**config.mk**
```make
export PLATFORM = sky130hd
export DESIGN_NAME = serial_word_shifter_flat
export DESIGN_NICKNAME = d
export VERILOG_FILES = /design/src/rtl/serial_word_shifter_pkg.sv /design/src/rtl/serial_word_shifter_if.sv /design/src/rtl/serial_word_shifter.sv /design/src/flat_wrapper.sv
export SDC_FILE = /design/constraint.sdc
export NUM_CORES = 1
export LEC_CHECK = 0
export ABC_CLOCK_PERIOD_IN_PS = 3880
export CAP_MARGIN = 40
export CORE_MARGIN = 2
export CORE_UTILIZATION = 36
export CTS_CLUSTER_SIZE = 25
export DETAILED_ROUTE_END_ITERATION = 6
export GPL_ROUTABILITY_DRIVEN = 0
export GPL_TIMING_DRIVEN = 0
export PLACE_DENSITY_LB_ADDON = 0.2
export SYNTH_ARGS = -nofsm -noshare
export SYNTH_HDL_FRONTEND = slang
export SYNTH_SLANG_ARGS = --single-unit
```
**constraint.sdc**
```tcl
create_clock -name clk -period 3.88 [get_ports clk]
set_input_delay 0.388 -clock clk [delete_from_list [all_inputs] [get_ports clk]]
set_output_delay 0.388 -clock clk [all_outputs]
set_load 0.01 [all_outputs]
```
**src/rtl/serial_word_shifter_pkg.sv**
```systemverilog
// Shared types for the serial word path.
// Also imported by the downstream parity FSM stage.
package serial_word_shifter_pkg;

  typedef enum logic [1:0] {
    ST_IDLE  = 2'd0,
    ST_SHIFT = 2'd1,
    ST_GAP   = 2'd2
  } state_e;

  // Counter width for a count range of n values, never below 1.
  function automatic int cnt_w(input int n);
    return (n > 1) ? $clog2(n) : 1;
  endfunction

endpackage

```
**src/rtl/serial_word_shifter_if.sv**
```systemverilog
// Parallel word handshake into the serial shifter.
// master drives the word, slave accepts it.
interface serial_word_shifter_if #(
  parameter int WIDTH = 8
) ();

  logic [WIDTH-1:0] din;
  logic             din_valid;
  logic             din_ready;

  modport master (
    output din,
    output din_valid,
    input  din_ready
  );

  modport slave (
    input  din,
    input  din_valid,
    output din_ready
  );

endinterface

```
**src/rtl/serial_word_shifter.sv**
```systemverilog
// Parallel-to-serial shifter: one bit per clk on w,
// with sof/eof frame markers and optional idle gap.
module serial_word_shifter
  import serial_word_shifter_pkg::*;
#(
  parameter int WIDTH      = 8,
  parameter int LSB_FIRST  = 1,
  parameter int GAP_CYCLES = 0
) (
  input  logic                  clk,
  input  logic                  reset,
  serial_word_shifter_if.slave  in_if,
  output logic                  w,
  output logic                  w_valid,
  output logic                  sof,
  output logic                  eof,
  output logic                  busy
);

  localparam int CW = cnt_w(WIDTH);
  localparam int GW = cnt_w(GAP_CYCLES + 1);

  localparam logic [CW-1:0] LAST_BIT = CW'(WIDTH - 1);
  localparam logic [GW-1:0] LAST_GAP =
    (GAP_CYCLES > 0) ? GW'(GAP_CYCLES - 1) : '0;

  state_e           state_q, state_d;
  logic [WIDTH-1:0] sreg_q, sreg_d;
  logic [CW-1:0]    cnt_q, cnt_d;
  logic [GW-1:0]    gcnt_q, gcnt_d;
  logic             w_q, w_d;
  logic             wv_q, wv_d;
  logic             sof_q, sof_d;
  logic             eof_q, eof_d;

  logic             ready;
  logic             take;
  logic [CW-1:0]    cnt_inc;
  logic             ld_bit;
  logic [WIDTH-1:0] ld_rest;
  logic             nx_bit;
  logic [WIDTH-1:0] nx_rest;

  assign cnt_inc = cnt_q + 1'b1;

  // First bit of a new word and what remains to shift.
  always_comb begin
    ld_bit  = 1'b0;
    ld_rest = '0;
    nx_bit  = 1'b0;
    nx_rest = '0;
    if (LSB_FIRST != 0) begin
      ld_bit  = in_if.din[0];
      ld_rest = in_if.din >> 1;
      nx_bit  = sreg_q[0];
      nx_rest = sreg_q >> 1;
    end else begin
      ld_bit  = in_if.din[WIDTH-1];
      ld_rest = in_if.din << 1;
      nx_bit  = sreg_q[WIDTH-1];
      nx_rest = sreg_q << 1;
    end
  end

  always_comb begin
    ready = 1'b0;
    unique case (state_q)
      ST_IDLE:  ready = 1'b1;
      ST_SHIFT: ready = (GAP_CYCLES == 0) &&
                        (cnt_q == LAST_BIT);
      ST_GAP:   ready = (gcnt_q == LAST_GAP);
      default:  ready = 1'b0;
    endcase
  end

  assign take = ready & in_if.din_valid;

  always_comb begin
    state_d = state_q;
    sreg_d  = sreg_q;
    cnt_d   = cnt_q;
    gcnt_d  = gcnt_q;
    w_d     = 1'b0;
    wv_d    = 1'b0;
    sof_d   = 1'b0;
    eof_d   = 1'b0;
    unique case (state_q)
      ST_IDLE: begin
        if (take) begin
          state_d = ST_SHIFT;
          sreg_d  = ld_rest;
          cnt_d   = '0;
          w_d     = ld_bit;
          wv_d    = 1'b1;
          sof_d   = 1'b1;
          eof_d   = (WIDTH == 1);
        end
      end
      ST_SHIFT: begin
        if (cnt_q != LAST_BIT) begin
          sreg_d = nx_rest;
          cnt_d  = cnt_inc;
          w_d    = nx_bit;
          wv_d   = 1'b1;
          eof_d  = (cnt_inc == LAST_BIT);
        end else if (GAP_CYCLES > 0) begin
          state_d = ST_GAP;
          gcnt_d  = '0;
        end else if (take) begin
          sreg_d = ld_rest;
          cnt_d  = '0;
          w_d    = ld_bit;
          wv_d   = 1'b1;
          sof_d  = 1'b1;
          eof_d  = (WIDTH == 1);
        end else begin
          state_d = ST_IDLE;
        end
      end
      ST_GAP: begin
        if (gcnt_q != LAST_GAP) begin
          gcnt_d = gcnt_q + 1'b1;
        end else if (take) begin
          state_d = ST_SHIFT;
          sreg_d  = ld_rest;
          cnt_d   = '0;
          w_d     = ld_bit;
          wv_d    = 1'b1;
          sof_d   = 1'b1;
          eof_d   = (WIDTH == 1);
        end else begin
          state_d = ST_IDLE;
        end
      end
      default: state_d = ST_IDLE;
    endcase
  end

  always_ff @(posedge clk or negedge reset) begin
    if (!reset) begin
      state_q <= ST_IDLE;
      sreg_q  <= '0;
      cnt_q   <= '0;
      gcnt_q  <= '0;
      w_q     <= 1'b0;
      wv_q    <= 1'b0;
      sof_q   <= 1'b0;
      eof_q   <= 1'b0;
    end else begin
      state_q <= state_d;
      sreg_q  <= sreg_d;
      cnt_q   <= cnt_d;
      gcnt_q  <= gcnt_d;
      w_q     <= w_d;
      wv_q    <= wv_d;
      sof_q   <= sof_d;
      eof_q   <= eof_d;
    end
  end

  assign in_if.din_ready = ready;
  assign w       = w_q;
  assign w_valid = wv_q;
  assign sof     = sof_q;
  assign eof     = eof_q;
  assign busy    = (state_q != ST_IDLE);

endmodule

```
**src/flat_wrapper.sv**
```systemverilog
// flat-port wrapper written by rule: the top's interface ports become plain ports
module serial_word_shifter_flat import serial_word_shifter_pkg::*;
#(
  parameter int WIDTH      = 8,
  parameter int LSB_FIRST  = 1,
  parameter int GAP_CYCLES = 0
)
  (clk, reset, w, w_valid, sof, eof, busy, in_if_din, in_if_din_valid, in_if_din_ready);
  serial_word_shifter_if #(.WIDTH(WIDTH)) in_if_i ();
  input  logic clk;
  input  logic reset;
  output logic w;
  output logic w_valid;
  output logic sof;
  output logic eof;
  output logic busy;
  input wire logic [$bits(in_if_i.din)-1:0] in_if_din;
  input wire logic [$bits(in_if_i.din_valid)-1:0] in_if_din_valid;
  output wire logic [$bits(in_if_i.din_ready)-1:0] in_if_din_ready;
  assign in_if_i.din = in_if_din;
  assign in_if_i.din_valid = in_if_din_valid;
  assign in_if_din_ready = in_if_i.din_ready;
  serial_word_shifter #(.WIDTH(WIDTH), .LSB_FIRST(LSB_FIRST), .GAP_CYCLES(GAP_CYCLES)) u_core (.clk(clk), .reset(reset), .in_if(in_if_i), .w(w), .w_valid(w_valid), .sof(sof), .eof(eof), .busy(busy));
endmodule
```
==> metrics.yaml <==
status: "finished clean"
fp-row-count: 16
postSynthCellCount: 61
cts-buffers-inserted: 3
synth_cell_types: 18
power_uw: 641
drive_above_1_share_pct: 23.5
finalInstanceArea_um2: 990
reg2reg_to: "u_core.sof"
finalHoldViolations: 0
wl_per_cell_um: 10.8
yosysWarnings: 0
synth_fp_nets: 75
drc: 0
numClockSinks: 16
finalSetupViolCount: 0
ctsHoldBuffers: 0
synth_area_per_cell_um2: 12.5
grt_overflow_total: 0
path_class: "flip-flop to output pin"
cp.arrival_ns: 1.93
synthFlopType: "dfrtp_1"
grt.met1_usage_pct: 14.1
p_leak_uw: 0.000471
cts_tree: "built"
clock_path_buffers: 2
syn_to_final_growth_pct: 30.3
ys_top_cells_by_count: "dfrtp_1, nand2_1, mux2i_1"
worstHoldPathCells: 2
dieArea_um2: 2490
slew_violations: 0
syn_area_um2: 759
synth_top_area_cell: "dfrtp_1"
period_minus_slack_ns: 2.32
cts_setup_buffers: 0
finalSetupTns_ns: 0
path_max_fanout: 9
worstMarginPinSlew_ns: 0.709
grt.met3_usage_pct: 2.73
final.setup_skew_ns: 0.00377
fill_cells: 185
grt.busiest_layer: "met2"
intPower_uw: 425
nets: 96
combPwrFrac_pct: 43.5
grt_max_degree: 17
die_w_um: 49.9
ant_nets: 0
p_seq_share_pct: 39.7
diodes: 0
holdPathEnd: "u_core.sreg_q[5]"
synth_top_area_share_pct: 52.7
grt_pass1_vias: 476
ir_drop_mv: 0.335
grt_pass1_wl_mm: 2.10
cap_viol_max_count: 0
r2r_start: "u_core.cnt_q[0]"
hold_class: "flip-flop to flip-flop"
r2r_cells: 6
htree_levels: 1
synth_edf_count: 0
min_from: "u_core.sreg_q[6]"
post_cts_resized: 0
end_kind: "output pin"
root_buffer: "clkbuf_4"
slew_headroom_pct: 52.6
pwr-share-clk_pct: 16.8
timing.final.crit_share_pct: 59.8
io_buffers: 16
power.density_nw_per_um2: 647
synth_seq_area_share_pct: 52.7
fmax_ghz: 0.431
grt_setup_unrepaired: "false"
p_sw_share_pct: 33.7
worstSkewPairLatency_ns: 0.28
grtUsageMet2_pct: 17.8
design.core.area_um2: 1980
async_reset_ff_share_pct: 100
dp_hpwl_um: 867
viasPerCell: 4.60
multi_input_area_um2: 299
crit_path_start_kind: "flip-flop"
first_iter_violations: 3
place_area_um2: 953
ios: 17
power.switching_uw: 216
antenna_found_initial: 0
regArea_um2: 400
initial_core_util_pct: 38.3
crit_required_ns: 3.49
r2r_setup_slack_ns: 2.42
yosysMostFrequentCell: "dfrtp_1"
grt_usage_pct: 11.6
synth.area.top_cells: "dfrtp_1, mux2i_1, o21ai_2"
drt_wl_total_mm: 1.16
via_count: 497
die_h_um: 49.9
synth-seq-cells: 16
drtPass1Iterations: 2
clk_pin_slew_worst_paths_ns: 0.09
kinds of logic (layout without fill, tap and decap cells):
family	count (synthesis)	count (layout)	share of synthesized area (%)
compound gates	8	8	8.73
fa+ha+maj	3	3	4.94
buf+inv	6	26	7.91
flops	16	16	52.7
mux	8	8	10.5
simple gates	20	20	15.2
critical path: stages, from the launching register on:
cell and delay [ns]:
dfrtp_1 0.42, ha_1 0.21, ha_1 0.21, nor2b_4 0.12, buf_8 0.17, inv_8 0.06
clkdlybuf4s50_1 0.47
final cells by class:
cell class                 instances  area share (%)
buffer                             3            4.17
inverter                           3            1.90
clock buffer                       4            3.67
sequential                        16            40.5
tap                               27            3.41
multi-input combinational         39            30.2
timing repair buffer              16            16.2
per-layer routing:
| layer | vias to the layer above | part of all wire (%) |
|---|---|---|
| met5 | - | 0 |
| met4 | 0 | 3.4 |
| met3 | 4 | 4.6 |
| met2 | 15 | 48 |
| met1 | 230 | 43 |
| li1 | 248 | - |
sequential cells by signal, summed over array words and instances (netlist names):
register	count
u_core.sreg_q	8
u_core.cnt_q	3
u_core.eof	1
u_core.sof	1
u_core.state_q	1
u_core.w	1
u_core.w_valid	1
cells in the final DEF (no fill, tap or decap), types with 2 or more instances in the layout:
cell | synthesis | routed
inv_1 | 2 | 2
nand3b_1 | 2 | 2
nand2_1 | 11 | 11
mux2i_1 | 8 | 8
clkbuf_4 | 0 | 3
clkdlybuf4s50_1 | 0 | 16
dfrtp_1 | 16 | 16
ha_1 | 3 | 3
buf_8 | 2 | 2
o21ai_2 | 7 | 7
metrics by stage:
step	cells	util, %	setup WS, ns	hold slack [ns]
2_1_floorplan	61	-	2.39	0.0924
3_3_place_gp	104	48.1	1.87	0.457
3_5_place_dp	104	48.1	1.86	0.470
4_1_cts	108	49.9	1.54	0.493
5_1_grt	108	49.9	1.47	0.511
6_report	108	49.9	1.56	0.487
how the worst max path moves through the flow:
stage                               start              end  slack, ns
after floorplan           u_core.cnt_q[0]  in_if_din_ready       2.39
final                     u_core.cnt_q[0]  in_if_din_ready       1.56
after CTS                 u_core.cnt_q[0]  in_if_din_ready       1.54
after global placement    u_core.cnt_q[0]  in_if_din_ready       1.87
after detailed placement  u_core.cnt_q[0]  in_if_din_ready       1.86
after global routing      u_core.cnt_q[0]  in_if_din_ready       1.47
power groups by stage:
| stage | Sequential [uW] | Clock, uW | Combinational [uW] |
|---|---|---|---|
| after floorplan | 261 | 0 | 191 |
| after global placement | 256 | 0 | 282 |
| after detailed placement | 259 | 0 | 287 |
| after CTS | 255 | 113 | 288 |
| after global routing | 262 | 120 | 317 |
| final | 254 | 108 | 279 |
No activity file was read; power rests on OpenSTA's default activity.
